[src/rtl/wb_uart_tx_if.sv]
// wb_uart_tx_if: Wishbone slave bus bundle for wb_uart_tx; signal names follow the core's bus pinout.
interface wb_uart_tx_if;
  logic [31:0] wb_adr_i;
  logic [31:0] wb_dat_i;
  logic [31:0] wb_dat_o;
  logic [3:0]  wb_sel_i;
  logic        wb_cyc_i;
  logic        wb_stb_i;
  logic        wb_we_i;
  logic        wb_ack_o;
  modport master (output wb_adr_i, wb_dat_i, wb_sel_i, wb_cyc_i, wb_stb_i, wb_we_i, input wb_dat_o, wb_ack_o);
  modport slave  (input wb_adr_i, wb_dat_i, wb_sel_i, wb_cyc_i, wb_stb_i, wb_we_i, output wb_dat_o, wb_ack_o);
endinterface

[src/rtl/wb_uart_tx.sv]
// wb_uart_tx: Wishbone-controlled 8N1 UART transmitter with TX queue and programmable baud divisor.
// Define WB_UART_TX_FIFO_EN for a 2^DEPTH_LOG2-entry FIFO; otherwise a single holding register is used.
module wb_uart_tx #(
  parameter int          DEPTH_LOG2 = 4,
  parameter logic [15:0] DIV_RESET  = 16'd16
) (
  input  logic          sys_clk,
  input  logic          sys_rst_n,
  wb_uart_tx_if.slave   wb,
  output logic          uart_tx,
  output logic          tx_irq
);
`ifdef WB_UART_TX_FIFO_EN
  localparam int CAP = 1 << DEPTH_LOG2;
`else
  localparam int CAP = 1;
`endif
  localparam int LW = DEPTH_LOG2 + 1;
  typedef enum logic [1:0] {IDLE, START, DATA, STOP} state_t;
  state_t        state, state_n;
  logic [LW-1:0] level;
  logic [7:0]    head, sh, sh_n;
  logic [15:0]   div, cur_div, cur_div_n, cnt, cnt_n;
  logic [2:0]    bidx, bidx_n;
  logic [1:0]    reg_sel;
  logic [31:0]   rd, status;
  logic          ovf, acc, wr, push_req, push, pop, full, empty, bit_end, ovf_clr, tx_n;
  logic          unused;
  assign unused   = ^{wb.wb_adr_i[31:4], wb.wb_adr_i[1:0], wb.wb_dat_i[31:16], wb.wb_sel_i[3:2]};
  assign acc      = wb.wb_cyc_i & wb.wb_stb_i & ~wb.wb_ack_o;
  assign wr       = acc & wb.wb_we_i;
  assign reg_sel  = wb.wb_adr_i[3:2];
  assign push_req = wr & (reg_sel == 2'd0) & wb.wb_sel_i[0];
  assign empty    = level == '0;
  assign full     = level == LW'(CAP);
  // a pop on the same edge frees the slot, so a full queue still takes the write
  assign push     = push_req & (~full | pop);
  assign ovf_clr  = wr & (reg_sel == 2'd1) & wb.wb_sel_i[0] & wb.wb_dat_i[3];
  assign bit_end  = cnt == cur_div - 16'd1;
  assign tx_irq   = empty & (state == IDLE);
  assign status   = (32'(level) << 4) | {28'd0, ovf, empty, full, state != IDLE};
  assign rd       = (reg_sel == 2'd1) ? status : (reg_sel == 2'd2) ? {16'd0, div} : 32'd0;
`ifdef WB_UART_TX_FIFO_EN
  logic [7:0]            mem [CAP];
  logic [DEPTH_LOG2-1:0] wp, rp;
  always_ff @(posedge sys_clk)
    if (push) mem[wp] <= wb.wb_dat_i[7:0];
  always_ff @(posedge sys_clk or negedge sys_rst_n)
    if (!sys_rst_n) begin
      wp <= '0;
      rp <= '0;
    end else begin
      wp <= wp + DEPTH_LOG2'(push);
      rp <= rp + DEPTH_LOG2'(pop);
    end
  assign head = mem[rp];
`else
  logic [7:0] hold;
  always_ff @(posedge sys_clk or negedge sys_rst_n)
    if (!sys_rst_n) hold <= 8'd0;
    else if (push) hold <= wb.wb_dat_i[7:0];
  assign head = hold;
`endif
  always_ff @(posedge sys_clk or negedge sys_rst_n)
    if (!sys_rst_n) begin
      level       <= '0;
      ovf         <= 1'b0;
      div         <= DIV_RESET;
      wb.wb_ack_o <= 1'b0;
      wb.wb_dat_o <= 32'd0;
    end else begin
      level       <= level + LW'(push) - LW'(pop);
      ovf         <= (push_req & ~push) | (ovf & ~ovf_clr);
      wb.wb_ack_o <= acc;
      wb.wb_dat_o <= (acc & ~wb.wb_we_i) ? rd : 32'd0;
      if (wr & (reg_sel == 2'd2) & wb.wb_sel_i[0]) div[7:0]  <= wb.wb_dat_i[7:0];
      if (wr & (reg_sel == 2'd2) & wb.wb_sel_i[1]) div[15:8] <= wb.wb_dat_i[15:8];
    end
  always_ff @(posedge sys_clk or negedge sys_rst_n)
    if (!sys_rst_n) begin
      state   <= IDLE;
      sh      <= 8'd0;
      cnt     <= 16'd0;
      bidx    <= 3'd0;
      cur_div <= DIV_RESET;
      uart_tx <= 1'b1;
    end else begin
      state   <= state_n;
      sh      <= sh_n;
      cnt     <= cnt_n;
      bidx    <= bidx_n;
      cur_div <= cur_div_n;
      uart_tx <= tx_n;
    end
  always_comb begin
    state_n   = state;
    pop       = 1'b0;
    sh_n      = sh;
    bidx_n    = bidx;
    cur_div_n = cur_div;
    cnt_n     = bit_end ? 16'd0 : cnt + 16'd1;
    case (state)
      IDLE: begin
        cnt_n = 16'd0;
        if (!empty) begin
          state_n = START;
          pop     = 1'b1;
        end
      end
      START: if (bit_end) state_n = DATA;
      DATA: if (bit_end) begin
        bidx_n = bidx + 3'd1;
        sh_n   = sh >> 1;
        if (bidx == 3'd7) state_n = STOP;
      end
      default: if (bit_end) begin
        state_n = empty ? IDLE : START;
        pop     = ~empty;
      end
    endcase
    // the divisor is sampled only here, so a frame in flight keeps its bit time
    if (pop) begin
      sh_n      = head;
      cur_div_n = (div == 16'd0) ? 16'd1 : div;
      cnt_n     = 16'd0;
    end
    tx_n = (state_n == START) ? 1'b0 : (state_n == DATA) ? sh_n[0] : 1'b1;
  end
endmodule

[src/flat_wrapper.sv]
// flat-port wrapper written by rule: the top's interface ports become plain ports
module wb_uart_tx_flat 
#(
  parameter int          DEPTH_LOG2 = 4,
  parameter logic [15:0] DIV_RESET  = 16'd16
)
  (sys_clk, sys_rst_n, uart_tx, tx_irq, wb_wb_adr_i, wb_wb_dat_i, wb_wb_sel_i, wb_wb_cyc_i, wb_wb_stb_i, wb_wb_we_i, wb_wb_dat_o, wb_wb_ack_o);
  wb_uart_tx_if wb_i ();
  input  logic sys_clk;
  input  logic sys_rst_n;
  output logic uart_tx;
  output logic tx_irq;
  input wire logic [$bits(wb_i.wb_adr_i)-1:0] wb_wb_adr_i;
  input wire logic [$bits(wb_i.wb_dat_i)-1:0] wb_wb_dat_i;
  input wire logic [$bits(wb_i.wb_sel_i)-1:0] wb_wb_sel_i;
  input wire logic [$bits(wb_i.wb_cyc_i)-1:0] wb_wb_cyc_i;
  input wire logic [$bits(wb_i.wb_stb_i)-1:0] wb_wb_stb_i;
  input wire logic [$bits(wb_i.wb_we_i)-1:0] wb_wb_we_i;
  output wire logic [$bits(wb_i.wb_dat_o)-1:0] wb_wb_dat_o;
  output wire logic [$bits(wb_i.wb_ack_o)-1:0] wb_wb_ack_o;
  assign wb_i.wb_adr_i = wb_wb_adr_i;
  assign wb_i.wb_dat_i = wb_wb_dat_i;
  assign wb_i.wb_sel_i = wb_wb_sel_i;
  assign wb_i.wb_cyc_i = wb_wb_cyc_i;
  assign wb_i.wb_stb_i = wb_wb_stb_i;
  assign wb_i.wb_we_i = wb_wb_we_i;
  assign wb_wb_dat_o = wb_i.wb_dat_o;
  assign wb_wb_ack_o = wb_i.wb_ack_o;
  wb_uart_tx #(.DEPTH_LOG2(DEPTH_LOG2), .DIV_RESET(DIV_RESET)) u_core (.sys_clk(sys_clk), .sys_rst_n(sys_rst_n), .wb(wb_i), .uart_tx(uart_tx), .tx_irq(tx_irq));
endmodule
[config.mk]
export PLATFORM = sky130hd
export DESIGN_NAME = wb_uart_tx_flat
export DESIGN_NICKNAME = d
export VERILOG_FILES = /design/src/rtl/wb_uart_tx_if.sv /design/src/rtl/wb_uart_tx.sv /design/src/flat_wrapper.sv
export SDC_FILE = /design/constraint.sdc
export NUM_CORES = 1
export LEC_CHECK = 0
export CAP_MARGIN = 10
export CELL_PAD_IN_SITES_DETAIL_PLACEMENT = 1
export CELL_PAD_IN_SITES_GLOBAL_PLACEMENT = 2
export CORE_UTILIZATION = 29
export DETAILED_ROUTE_END_ITERATION = 16
export MAX_ROUTING_LAYER = met4
export PLACE_DENSITY = 0.85
export SYNTH_ARGS = -nofsm -noshare
export SYNTH_HDL_FRONTEND = slang
export SYNTH_SLANG_ARGS = --single-unit
[constraint.sdc]
create_clock -name sys_clk -period 4.1 [get_ports sys_clk]
set_input_delay 0.82 -clock sys_clk [delete_from_list [all_inputs] [get_ports sys_clk]]
set_output_delay 0.82 -clock sys_clk [all_outputs]
set_load 0.005 [all_outputs]
==> flow_metrics.tcl <==
set metrics [dict create \
    grtUsageTotal_pct 15.4 \
    diodes 0 \
    path_cells "or4_4 > or3_4 > a2111oi_4 > nand4_1 > or4_4 > o31a_4 > clkinv_4 > ha_4 > inv_2 > ha_4 > inv_2 > fa_2 > inv_2 > a21oi_2 > nor2_1 > nor2_1 > xnor2_1" \
    synth.most_common_cell "dfrtp_1" \
    die_h_um 131 \
    synth_seq_cells 93 \
    synth_top_cell_by_area "dfrtp_1" \
    synth.distinct_cells 62 \
    io_pins 108 \
    vias 3399 \
    grt_first_pass_wirelength_um 19400 \
    r2r-start "u_core.cur_div[2]$_DFFE_PN0N_" \
    rsz0062_at_grt "yes" \
    via_per_inst 4.75 \
    synth_edf_count 0 \
    setup_viol_count_final 0 \
    placed_area_um2 5540 \
    coreArea_um2 16100 \
    cp_top_family "simple AND/OR/NAND/NOR gates" \
    num-fill-cells 1782 \
    critPathMaxStageDelay_ps 560 \
    seqCellArea_um2 2330 \
    clock-root-buffer "clkbuf_16" \
    cts.sinks 93 \
    met3_wirelength_um 311 \
    fin_area_um2 5920 \
    cp_max_fo 4 \
    yosys-top-cells-area "dfrtp_1 (47%), mux2_4 (6.2%), mux2_2 (5.4%)" \
    cts-htree-levels 3 \
    cp.arrival_ps 4240 \
    die_w_um 131 \
    crit_end "u_core.level[4]$_DFF_PN0_" \
    end_kind "flip-flop" \
    critPathBufInv 4 \
    slew_headroom_pct 34.7 \
    path_common_cell "inv_2" \
    cap_violations 0 \
    gp_congestion 0.803 \
    drtAntennaViolNets 0 \
    areaGrowthSynthToFinish_pct 23.0 \
    tritoncts "done" \
    hold_viol 0 \
    cp_data_required_time_ps 4330 \
    finalMaxSlewViolations 0 \
    numCtsBuffers 9 \
    crit_type "flip-flop to flip-flop" \
    peakVddDrop_uv 241 \
    synth.avg_cell_area_um2 11.2 \
    layout-drive-gt1-share_pct 22.4 \
    drt_iter0_drc 136 \
    place.port_buffers 43 \
    power.leakage_uw 0.00267 \
    fmax_mhz 250 \
    timing.rr.end "u_core.level[4]$_DFF_PN0_" \
    nets 579 \
    power_density_nw_per_um2 602 \
    status "complete, no violations" \
    hold_buffers 0 \
    initial_core_util_pct 30.0 \
    synth_cells 430 \
    wl_met2_um 6210 \
    grt_max_degree 79 \
    timing.final.crit_share_pct 97.7 \
    synthArstFlopShare_pct 100 \
    critical_path_depth 17 \
    drt-total-wl_um 11900 \
    hpwl_um 8830 \
    crit_start "u_core.cur_div[2]$_DFFE_PN0N_" \
    rows 46 \
    synth_common_cells "dfrtp_1 (90), nor2_1 (49), nand2_1 (28)" \
    antenna_found_initial 0 \
    ys_seq_area_share_pct 48.4 \
    cpMaxStageDelayCell "or4_4" \
    drt_pass1_iterations 4 \
    die-area_um2 17100 \
    clk_latency_ps 350 \
    fin_crit_ps 4010 \
    clk_pin_slew_ps 60 \
    wl_met1_um 5090 \
    rrSetupSlack_ps 90 \
    skew_ps 9.57 \
    clk_path_buf_depth 2 \
    drc 0 \
    routed.top_layer "met4" \
    final_util_pct 36.9 \
    grt_overflow_total 0 \
    synth_flop_cell "dfrtp_1" \
    yosysTopAreaCellShare_pct 46.8 \
    ys_warn_count 0 \
    power_uw 3570 \
    grt_pass1_vias 3727 \
    r2r_cells 17 \
    hold_path.class "flip-flop to flip-flop" \
    avgRoutedWirePerCell_um 16.6 \
    netlist_area_um2 4810 \
    multi_input_area_um2 2340 \
    worst_pin_slew_ps 980 \
    start_kind "flip-flop" \
]
cell usage in the layout, fill, tap and decap left out, types with 4 or more instances in the layout:
master | netlist | final
inv_2 | 0 | 5
mux2_4 | 20 | 20
clkdlybuf4s50_1 | 0 | 42
or3_1 | 4 | 4
inv_1 | 19 | 14
nand4_1 | 4 | 4
o21ai_0 | 4 | 4
nand3_1 | 13 | 13
clkbuf_16 | 0 | 9
and2_1 | 7 | 7
xnor2_1 | 21 | 21
conb_1 | 1 | 16
dfrtp_1 | 90 | 89
buf_4 | 16 | 23
nand2_1 | 28 | 28
mux2_2 | 23 | 23
a221o_1 | 6 | 6
a22oi_1 | 8 | 8
nor4_1 | 9 | 6
xor2_1 | 16 | 16
nor2_1 | 49 | 49
nor4_2 | 1 | 4
nor3_1 | 8 | 8
nor2b_1 | 4 | 4
ha_1 | 10 | 7
and3_1 | 6 | 6
worst min-delay path by stage:
stage,startpoint,endpoint,slack [ps],cells past startpoint
after floorplan,u_core.bidx[0]$_DFFE_PN0P_,u_core.bidx[0]$_DFFE_PN0P_,450,1
after global placement,u_core.wb.wb_ack_o$_DFF_PN0_,u_core.wb.wb_ack_o$_DFF_PN0_,450,1
after detailed placement,u_core.wb.wb_ack_o$_DFF_PN0_,u_core.wb.wb_ack_o$_DFF_PN0_,480,1
after CTS,u_core.wb.wb_ack_o$_DFF_PN0_,u_core.wb.wb_ack_o$_DFF_PN0_,480,1
after global routing,u_core.wb.wb_ack_o$_DFF_PN0_,u_core.wb.wb_ack_o$_DFF_PN0_,500,1
final,u_core.wb.wb_ack_o$_DFF_PN0_,u_core.wb.wb_ack_o$_DFF_PN0_,470,1
cells by family after synthesis:
logic type | Yosys count | share of synthesized area [%]
flip-flops | 93 | 48.4
AND/OR/NAND/NOR | 148 | 15.5
adder cells (fa/ha/maj) | 11 | 3.02
buffers and inverters | 46 | 5.69
AO/OA/AOI/OAI | 48 | 8.27
XOR/XNOR | 37 | 6.73
multiplexers | 46 | 12.2
other | 1 | 0.0779
report_power, final:
group | internal [uW] | switching, uW
registers | 1130 | 241
logic | 679 | 666
clock network | 506 | 348
per-stage QoR:
stage	setup TNS (ps)	hold WS, ps	cells	worst slack, ps
after global placement	-15.2	448	697	-15.2
after detailed placement	-77.0	475	697	-77.0
after CTS	-69.8	480	714	-69.8
after global routing	-17.1	501	716	-17.1
final	0	471	716	93.5
after floorplan	0	448	445	2.50
repair_timing:
| action | 4_1_cts | 5_1_grt |
|---|---|---|
| pin swaps | 2 | 1 |
| endpoints found under the hold margin | 0 | 0 |
| gates resized for setup | 3 | 11 |
| setup endpoints to repair | 1 | 4 |
| setup buffers | 1 | 2 |
per-layer routing:
layer  global-route usage [%]  vias up
li1                         -     1614
met1                     17.8     1729
met2                     26.2       38
met3                     3.34       18
met4                     5.95        0
met5                        -        -
cell type report:
| class | count | share of cell area [%] |
|---|---|---|
| Clock buffer | 13 | 4.40 |
| Clock inverter | 3 | 0.761 |
| Inverter | 20 | 1.35 |
| Multi-Input combinational cell | 306 | 39.5 |
| Sequential cell | 93 | 39.4 |
| Tap cell | 216 | 4.57 |
| Timing Repair Buffer | 65 | 10.0 |
sequential cells by signal, summed over array words and instances, names as in the netlist:
signal	count
u_core.cnt	16
u_core.cur_div	16
u_core.div	16
u_core.wb.wb_dat_o	16
u_core.head	8
u_core.sh	8
u_core.level	5
u_core.bidx	3
u_core.state	2
u_core.ovf	1
u_core.uart_tx	1
u_core.wb.wb_ack_o	1
No activity file was read; power rests on OpenSTA's default activity.
==> variant 1: new RTL, same settings <==
`DEPTH_LOG2` is set to 4 in 2 places; all go to 2.
--- a/src/rtl/wb_uart_tx.sv
+++ b/src/rtl/wb_uart_tx.sv
@@ -3,3 +3,3 @@
 module wb_uart_tx #(
-  parameter int          DEPTH_LOG2 = 4,
+  parameter int          DEPTH_LOG2 = 2,
   parameter logic [15:0] DIV_RESET  = 16'd16
--- a/src/flat_wrapper.sv
+++ b/src/flat_wrapper.sv
@@ -3,3 +3,3 @@
 #(
-  parameter int          DEPTH_LOG2 = 4,
+  parameter int          DEPTH_LOG2 = 2,
   parameter logic [15:0] DIV_RESET  = 16'd16
Check against the original RTL: no difference found for any inputs over 10 cycles, from zero or initial values and one cycle with sys_rst_n low; that may be too few to reach the edited logic, so the function may still have changed.
==> variant 1 against the unedited design <==
Sequential cell count fell by 2; synthesized area fell by 3.0%; sequential share of layout area rose by 1.6 points; final area fell by 6.1%; count of clock-buffer cells in the layout fell by 3; fmax rose by 5.4%; total power fell by 13%; routed wire length fell by 10%; setup slack improved by 210 ps; largest power group unchanged; highest routed layer unchanged.
==> variant 1: results (changes against the unedited design) <==
metric	value	unit	change
GRT Util Overall	0.142		-0.0123
Sw Share	0.347		-0.00496
drt pass-1 iters	4		unchanged
RR Endpoint	u_core.level[2]$_DFF_PN0_		
RR Startpoint	u_core.cur_div[3]$_DFFE_PN0N_		
# placed instances	665		-4.6%
YS warnings	0		unchanged
initial antenna violation count	0		unchanged
Routed Antenna Nets	0		unchanged
Nets	540		-6.7%
via count	3211		-5.5%
vias in the first global route	3383		-9.2%
CP Data Arrival Time	4060	ps	-180 ps
Slowest cell on crit path	or4_4		
Seq/Total Area, Yosys	0.488		+0.00407
largest net degree at the start of global routing	74		-6.3%
pre-CTS setup slack	131	ps	+208 ps
worst-margin pin slew	921	ps	-59.1 ps
Worst Clk Skew	10.7	ps	+1.15 ps
DPL Wire Length	7.87	mm	-11%
Hold Path End	u_core.wb.wb_ack_o$_DFF_PN0_		
first-pass GRT wire length	17.6	mm	-9.1%
Post-CTS Setup Inserts	0		-1
H-tree depth	3		unchanged
top cells by count, synth	dfrtp_1 (88), nor2_1 (36), nand2_1 (28), mux2_2 (24), xor2_1 (20)		
Antenna diodes	0		unchanged
CTS buffer count	9		unchanged
run status	finished clean		
ys async rst share	1.00		unchanged
Cell Area, Placed	5250	µm²	-5.2%
largest cells by area after synthesis	dfrtp_1 (47%), mux2_2 (5.8%), mux2_4 (4.5%), xor2_1 (3.8%), nor2_1 (2.9%)		
Synth Flop Type	dfrtp_1		
Reg2Reg Depth	13		-4
share of layout cells above drive strength 1	0.178		-0.0455
Max rail drop VDD	0.000233	V	-3.3%
DRT iter0 DRCs	84		-38%
Clock Path Buffers	2		unchanged
LEAKAGE	2.52	nW	-5.6%
CTS Root Cell	clkbuf_16		
clk_lat worst skew	340	ps	
Synth Area per Inst	11.2	µm²	+0.30%
final WL	10.7	mm	-10%
post-cts repair resize count	0		-3
final non-filler cell total	681		-4.9%
IO buf count	43		unchanged
WHS Path Cells	1		unchanged
worst hold path class	flip-flop to flip-flop		
slowest stage delay, CP	600	ps	+40 ps
Worst Path Max Fanout	10		+6
Fin Hold WS	466	ps	-5.71 ps
critical hold path startpoint	u_core.wb.wb_ack_o$_DFF_PN0_		
Reg clk slew, reported paths	70	ps	
Yosys cell types	67		+8.1%
GP Congestion	0.830		+3.4%
FILL cells	1761		-1.2%
Worst R2R Setup Slack	300	ps	+210 ps
## variant 1: critical path, delay by kind of cell (launching register included)
kind	cells	cell delay (ps)
flops	1	510
fa+ha+maj	3	660
simple gates	3	1340
buf+inv	2	100
compound gates	2	600
xor+xnor	3	510
## variant 1: worst max-delay path by stage
stage / slack, ps / cells past startpoint / end / start
after floorplan: 320 / 16 / u_core.level[2]$_DFF_PN0_ / u_core.cur_div[0]$_DFFE_PN0N_
after global placement: 270 / 15 / u_core.level[2]$_DFF_PN0_ / u_core.cur_div[1]$_DFFE_PN0N_
after detailed placement: 130 / 15 / u_core.level[2]$_DFF_PN0_ / u_core.cur_div[1]$_DFFE_PN0N_
after CTS: 100 / 15 / u_core.level[2]$_DFF_PN0_ / u_core.cur_div[1]$_DFFE_PN0N_
after global routing: 80 / 15 / u_core.level[2]$_DFF_PN0_ / u_core.cur_div[1]$_DFFE_PN0N_
final: 300 / 13 / u_core.level[2]$_DFF_PN0_ / u_core.cur_div[3]$_DFFE_PN0N_
## variant 1: routing by layer
metal | GRT usage | wire length [µm]
met5 | - | 0
met3 | 0.0254 | 232
met1 | 0.171 | 4880
met4 | 0.0381 | 116
met2 | 0.245 | 5440
## variant 1: power by group through the flow
stage | clock [mW] | combinational, mW | sequential, mW
after floorplan | 0 | 0.784 | 1.21
after global placement | 0 | 0.924 | 1.30
after detailed placement | 0 | 0.969 | 1.31
after CTS | 0.858 | 0.978 | 1.30
after global routing | 0.899 | 1.08 | 1.33
final | 0.840 | 0.975 | 1.30
## variant 1: layout make-up
| class | count | area (µm²) | area share |
|---|---|---|---|
| Clock inverter | 6 | 72.6 | 0.0131 |
| Clock buffer | 10 | 229 | 0.0412 |
| Inverter | 10 | 42.5 | 0.00765 |
| Tap cell | 216 | 270 | 0.0486 |
| Multi-Input combinational cell | 299 | 2190 | 0.394 |
| Timing Repair Buffer | 49 | 473 | 0.0851 |
| Sequential cell | 91 | 2280 | 0.410 |
## variant 1: kinds of logic (layout without fill, tap and decap cells)
logic type,after synthesis,count (layout),share of synthesized area
xor gates and xnor gates,36,36,0.0691
buffers and inverters,41,75,0.0557
muxes,40,40,0.107
DFF,91,91,0.488
adders and majority gates,7,7,0.0204
AOI/OAI and AO/OA,42,42,0.0747
other,1,16,0.000803
and+or+nand+nor,158,158,0.184
==> variant 2: new RTL, config.mk and constraints unchanged <==
Made on the original files. Register the output `tx_irq`; this adds one clock of latency there. The other outputs are not delayed to match.
--- a/src/rtl/wb_uart_tx.sv
+++ b/src/rtl/wb_uart_tx.sv
@@ -39,3 +39,5 @@
   assign bit_end  = cnt == cur_div - 16'd1;
-  assign tx_irq   = empty & (state == IDLE);
+  always_ff @(posedge sys_clk) begin
+    tx_irq <= empty & (state == IDLE);
+  end
   assign status   = (32'(level) << 4) | {28'd0, ovf, empty, full, state != IDLE};
Check against the original RTL: not equivalent (a bounded check fails within 4 cycles, from zero or initial values and one cycle with sys_rst_n low).
==> variant 2 against the unedited design <==
Cell count fell by 3.1%; critical endpoint unchanged; total power increased by 2.2%; synthesized area shrank 0.78%; sequential cell count rose by 1; setup slack improved by 110 ps; die area down 0.76%; via count is 1.7% lower; routed wire length down 6.0%; final area shrank 2.5%.
==> variant 2: results (changes against the unedited design) <==
metric	value	unit	change
largest cells by area after synthesis	dfrtp_1 (47%), mux2_2 (6.1%), xnor2_1 (3.9%), nor2_1 (3.5%), mux2_1 (3.3%)		
GP Congestion	0.820		+2.2%
share of layout cells above drive strength 1	0.157		-0.0671
drt wl/cell	16.1	µm	-3.0%
synthesized-area fraction occupied by ao, oa, aoi and oai cells	0.0886		+0.00589
pre-CTS setup slack	48.7	ps	+126 ps
Nets	557		-3.8%
first-pass GRT wire length	18.9	mm	-2.2%
FILL cells	1806		+1.3%
# placed instances	675		-3.2%
mux cell area share after synthesis	0.103		-0.0197
Worst slew margin	0.342		-0.00447
Synth Area per Inst	11.3	µm²	+0.62%
via count	3342		-1.7%
Max rail drop VDD	0.000330	V	+37%
Worst Clk Skew	8.53	ps	-1.04 ps
Yosys cell types	63		+1.6%
DPL Wire Length	8.23	mm	-6.8%
vias in the first global route	3788		+1.6%
ys async rst share	0.989		-0.0106
Seq/Total Area, Yosys	0.492		+0.00800
run status	finished clean		
DRT iter0 DRCs	123		-9.6%
CP Data Arrival Time	4120	ps	-120 ps
Synth Area in Adders	0.0304		+0.000237
LEAKAGE	2.66	nW	-0.36%
GRT Util Overall	0.148		-0.00614
[variant 2: changes by cell type in the layout (fill, tap and decap cells not counted), moves of 6 or more]
cell     unedited run  this run
mux2_4             20         2
buf_4              23         9
nand2_1            28        12
mux2_1              0        14
and3_1              6        12
[variant 2: through the flow]
step                 util  instance area [µm²]
finish              0.361                 5770
global route        0.361                 5770
floorplan               -                 4830
detailed placement  0.337                 5400
CTS                 0.357                 5710
global placement    0.337                 5400
[variant 2: area by class of cell]
cell class,count,area [µm²],area share
Inverter,18,67.6,0.0117
Timing Repair Buffer,51,488,0.0846
Multi-Input combinational cell,299,2280,0.395
Tap cell,216,270,0.0468
Clock inverter,4,55.1,0.00954
Sequential cell,94,2350,0.408
Clock buffer,12,256,0.0445
[variant 2: worst max-delay path, stage by stage (launching register included)]
cell     delay [ps]
dfrtp_2         450
inv_1            80
ha_1            200
or3b_2          500
o41ai_2         310
and3b_2         260
nand4_4         140
o41a_1          410
a211o_1         310
inv_1            80
ha_1            180
inv_1            60
fa_1            400
inv_1            80
a21oi_1          60
nor2_1           90
nor2_1           60
xnor2_1         110
[variant 2: final timing paths]
path / startpoint / endpoint / slack (ps) / depth (start not counted)
setup / recovery: u_core.cur_div[0]$_DFFE_PN0N_ / u_core.level[4]$_DFF_PN0_ / 210 / 17
hold / removal: u_core.bidx[0]$_DFFE_PN0P_ / u_core.bidx[0]$_DFFE_PN0P_ / 480 / 1
setup reg to reg: u_core.cur_div[0]$_DFFE_PN0N_ / u_core.level[4]$_DFF_PN0_ / 210 / 17
hold reg to reg: u_core.bidx[0]$_DFFE_PN0P_ / u_core.bidx[0]$_DFFE_PN0P_ / 480 / 1
max in group asynchronous: sys_rst_n / u_core.div[4]$_DFFE_PN1P_ / 2650 / 2
min in group asynchronous: sys_rst_n / u_core.wb.wb_dat_o[11]$_DFF_PN0_ / 650 / 1
[variant 2: repair_timing]
item	CTS	global route
hold endpoints to repair	0	0
buffers inserted	0	3
endpoints found under the setup margin	0	2
gates resized for setup	0	9
[variant 2: report_power, final]
part	internal (mW)	total [mW]	leakage [nW]	switching [mW]
clock	0.510	0.867	0.149	0.357
combinational	0.658	1.36	1.28	0.703
sequential	1.14	1.42	1.23	0.275
total	2.31	3.64	2.66	1.33
[variant 2: layer usage]
metal / share of wire / global-route usage / vias up
li1: - / - / 1567
met1: 0.45 / 0.177 / 1716
met2: 0.52 / 0.252 / 51
met3: 0.028 / 0.0287 / 8
met4: 0.0098 / 0.0467 / 0
met5: 0 / - / -
